**src/rtl/icb_cmd_initiator.sv**
```systemverilog
// ICB initiator: turns single-word local requests into ICB command/response
// transactions, one outstanding at a time, with a response timeout.
`timescale 1ns/1ps
module icb_cmd_initiator #(
  parameter int AW      = 32,
  parameter int DW      = 32,
  parameter int TW      = 8,
  parameter int TIMEOUT = 255
) (
  input  logic          clk,
  input  logic          rst,
  input  logic          req_valid,
  output logic          req_ready,
  input  logic [AW-1:0] req_addr,
  input  logic          req_read,
  input  logic [DW-1:0] req_wdata,
  output logic          res_valid,
  output logic [DW-1:0] res_rdata,
  output logic          res_err,
  output logic          busy,
  output logic          o_icb_cmd_valid,
  input  logic          o_icb_cmd_ready,
  output logic [AW-1:0] o_icb_cmd_addr,
  output logic          o_icb_cmd_read,
  output logic [DW-1:0] o_icb_cmd_wdata,
  input  logic          o_icb_rsp_valid,
  output logic          o_icb_rsp_ready,
  input  logic [DW-1:0] o_icb_rsp_rdata
);

  typedef enum logic [1:0] {IDLE, CMD, RSP} state_t;

  localparam bit          TO_EN   = (TIMEOUT != 0);
  localparam logic [TW-1:0] TO_LAST = TO_EN ? TW'(TIMEOUT - 1) : '0;

  state_t        state, state_nxt;
  logic [TW-1:0] cnt;
  logic          accept, complete, timeout_hit;

  assign req_ready       = (state == IDLE);
  assign busy            = (state != IDLE);
  assign o_icb_cmd_valid = (state == CMD);
  // Responses are always accepted; anything outside a live transaction is dropped.
  assign o_icb_rsp_ready = 1'b1;

  assign accept      = (state == IDLE) && req_valid;
  assign complete    = o_icb_rsp_valid &&
                       (((state == CMD) && o_icb_cmd_ready) || (state == RSP));
  // A completion in the timeout cycle takes priority over the error.
  assign timeout_hit = TO_EN && (state != IDLE) && (cnt == TO_LAST) && !complete;

  always_comb begin
    // NOTE: assign every always_comb output a default first so no path infers a latch.
    state_nxt = state;
    unique case (state)
      IDLE: if (req_valid) state_nxt = CMD;
      CMD: begin
        if (complete || timeout_hit) state_nxt = IDLE;
        else if (o_icb_cmd_ready)    state_nxt = RSP;
      end
      RSP: if (complete || timeout_hit) state_nxt = IDLE;
      default: state_nxt = IDLE;
    endcase
  end

  // NOTE: sequential state uses non-blocking assignments so every flop samples pre-edge values.
  always_ff @(posedge clk or posedge rst) begin
    if (rst) state <= IDLE;
    else     state <= state_nxt;
  end

  always_ff @(posedge clk or posedge rst) begin
    if (rst) begin
      o_icb_cmd_addr  <= '0;
      o_icb_cmd_read  <= 1'b0;
      o_icb_cmd_wdata <= '0;
      cnt             <= '0;
    end else if (accept) begin
      o_icb_cmd_addr  <= req_addr;
      o_icb_cmd_read  <= req_read;
      o_icb_cmd_wdata <= req_wdata;
      cnt             <= '0;
    end else if (state != IDLE) begin
      cnt <= cnt + 1'b1;
    end
  end

  always_ff @(posedge clk or posedge rst) begin
    if (rst) begin
      res_valid <= 1'b0;
      res_err   <= 1'b0;
      res_rdata <= '0;
    end else begin
      res_valid <= complete || timeout_hit;
      res_err   <= timeout_hit;
      res_rdata <= (complete && o_icb_cmd_read) ? o_icb_rsp_rdata : '0;
    end
  end

endmodule

```
**config.mk**
```make
export PLATFORM = sky130hd
export DESIGN_NAME = icb_cmd_initiator
export DESIGN_NICKNAME = d
export VERILOG_FILES = /design/src/rtl/icb_cmd_initiator.sv
export SDC_FILE = /design/constraint.sdc
export NUM_CORES = 1
export LEC_CHECK = 0
export CORE_ASPECT_RATIO = 0.6
export CORE_MARGIN = 5
export CORE_UTILIZATION = 41
export DETAILED_ROUTE_END_ITERATION = 10
export PLACE_DENSITY = 0.88
export SYNTH_ARGS = -nofsm -noshare
export SYNTH_HDL_FRONTEND = slang
export SYNTH_SLANG_ARGS = --single-unit
```
**constraint.sdc**
```tcl
create_clock -name clk -period 4.4 [get_ports clk]
set_clock_uncertainty 0.1 [all_clocks]
set_input_delay 0.44 -clock clk [delete_from_list [all_inputs] [get_ports clk]]
set_output_delay 0.44 -clock clk [all_outputs]
set_load 0.02 [all_outputs]
```
==> impl_metrics.tcl <==
set metrics [dict create \
    synth_edf_count 0 \
    hold_viol 0 \
    fillers 757 \
    syn_area_sq_mm 0.00438 \
    portBuffers 203 \
    hold_class "in -> async" \
    start_util_pct 41.8 \
    mostFrequentLayoutCells "clkdlybuf4s50_1, dfrtp_1, mux2_4" \
    grtUsageTotal_pct 16.9 \
    grt.overflow.total 0 \
    path_class "reg -> out" \
    ys.flop_type "dfrtp_1" \
    syn_nets 371 \
    post-dp-hpwl_um 8280 \
    wl_per_cell_um 17.7 \
    avgSynthCellArea_sq_um 16.4 \
    worst_pin_slew_ns 0.730 \
    p_total_mw 3.80 \
    hold_buffers 0 \
    nets 576 \
    critPathCaptureType "output pin" \
    slew_headroom_pct 51.4 \
    clkTransAtPathRegs_ns 0.07 \
    fin_crit_ns 2.51 \
    cts_made_buffers 9 \
    path_max_fanout 9 \
    layout_commonest_cell "clkdlybuf4s50_1" \
    drc_errors 0 \
    p_leak_nw 3.10 \
    cp_data_required_time_ns 3.86 \
    area_delta_synth_final_pct 54.0 \
    rsz0062_at_grt "false" \
    outcome "complete, no violations" \
    fmax_ghz 0.398 \
    slew_violations 0 \
    p_per_area_mw_per_mm2 563 \
    max_cap_viol_count 0 \
    cts_sinks 109 \
    setup-tns-final_ns 0 \
    clk_latency_ns 0.34 \
    grt_first_pass_wirelength_um 17100 \
    num_rows 29 \
    grt_pass1_vias 3071 \
    worstPathArrival_ns 1.97 \
    synth-async-reset-ratio_pct 100 \
    max-clock-path-buffers 2 \
    ys_warn_count 0 \
    ys_ff_latch 109 \
    cts-root-buf "clkbuf_16" \
    cts_resized 0 \
    gp_congestion 0.850 \
    fin_cells 616 \
    dieHeight_um 90.1 \
    final_core_util_pct 64.3 \
    die-width_um 143 \
    netlist.area_leader.share_pct 62.3 \
    cts_tree "built" \
    wirelength_um 10900 \
    antenna_cells 0 \
    synth_top_area_cell "dfrtp_1" \
    core_area_sq_mm 0.0105 \
    num_vias 2856 \
    dr.first_iter.drc_count 100 \
    met3_usage_pct 6.63 \
    peakVddDrop_uv 332 \
    setup_viol 0 \
    post-route-period-util_pct 57.1 \
    cts_setup_buffers 0 \
    io_pins 205 \
    top_usage_layer "met2" \
    gr-usage-met1_pct 22.2 \
    detail_route.first_pass.iterations 4 \
    ant_nets 0 \
    drive_above_1_share_pct 18.7 \
    via_per_inst 4.64 \
    dp_cells 600 \
    die_area_sq_mm 0.0129 \
    grt_max_degree 46 \
    grt.met2_usage_pct 26.2 \
    synth.top_cells.by_area "dfrtp_1, mux2_4, and2_1, buf_12, buf_6" \
    htreeDepth 3 \
    yosys.cell_types.count 31 \
    syn_inst 267 \
    antenna_found_initial 0 \
    cp-start-kind "flop" \
    ys_seq_area_share_pct 62.3 \
]
## through the flow
step | setup slack, ns | cell area (sq um) | hold slack, ns
final | 1.89 | 6740 | 0.329
after floorplan | 0.986 | 4380 | 0.351
after detailed placement | 1.64 | 6450 | 0.377
after global routing | 1.78 | 6740 | 0.348
after CTS | 1.88 | 6740 | 0.330
after global placement | 1.75 | 6450 | 0.364
## logic make-up (layout without fill, tap and decap cells)
kind of cell	after synthesis	in the layout	synth area share, %
compound gates	19	19	3.09
xor+xnor	2	2	0.400
fa+ha+maj	2	2	0.571
buf+inv	21	231	4.66
flops	109	109	62.3
mux	65	65	22.3
other cells	1	1	0.0856
simple gates	48	48	6.63
## per-layer routing
| layer | routed length, um | up-vias |
|---|---|---|
| li1 | - | 1317 |
| met4 | 112 | 0 |
| met5 | 0 | - |
| met2 | 5000 | 123 |
| met3 | 1080 | 12 |
| met1 | 4690 | 1404 |
## final timing paths
kind	start	slack, ns	end	cells after the start
min in group clk	cnt[6]$_DFFE_PP0P_	0.38	cnt[6]$_DFFE_PP0P_	1
max in group asynchronous	rst	2.99	res_rdata[23]$_DFF_PP0_	3
min reg2reg	cnt[6]$_DFFE_PP0P_	0.38	cnt[6]$_DFFE_PP0P_	1
max	state[1]$_DFFE_PP0P_	1.89	req_ready	2
min	rst	0.33	res_rdata[27]$_DFF_PP0_	2
max reg2reg	state[1]$_DFFE_PP0P_	2.19	o_icb_cmd_addr[20]$_DFFE_PP0P_	3
## critical path: stages (launching register included)
cell	delay, ns
dfrtp_1	0.47
nor2_1	0.46
clkdlybuf4s50_1	0.71
## synthesized netlist by cell type, types with 2 or more instances
cell and n:
and2_1 32, ha_1 2, buf_12 6, nand2_1 3, o41ai_1 2, nor2_1 2, xor2_1 2, dfrtp_1 109
o31ai_1 2, mux2_4 65, nand3b_1 4, inv_1 7, o21ai_0 6, o211ai_1 2, nand3_1 3, buf_6 3
clkbuf_1 3
## sequential cells by signal, summed over array words and instances, names as in the netlist
signal           cells
state                2
res_err              1
o_icb_cmd_read       1
cnt                  8
o_icb_cmd_wdata     32
res_valid            1
o_icb_cmd_addr      32
res_rdata           32
## report_power, final
group	leakage (nW)	internal [mW]	total (mW)	switching, mW
sequential	1.36	1.27	1.46	0.184
combinational	1.59	0.894	1.56	0.661
clock	0.147	0.422	0.786	0.364
## cell type report
class	count	area, sq um	area share [%]
sequential	109	2730	40.5
timing repair buffer	208	2070	30.7
multi-input combinational	137	1450	21.5
clock buffer	11	253	3.75
tap	139	174	2.58
clock inverter	5	40.0	0.594
inverter	7	28.8	0.427
(Power assumes the default switching activity.)
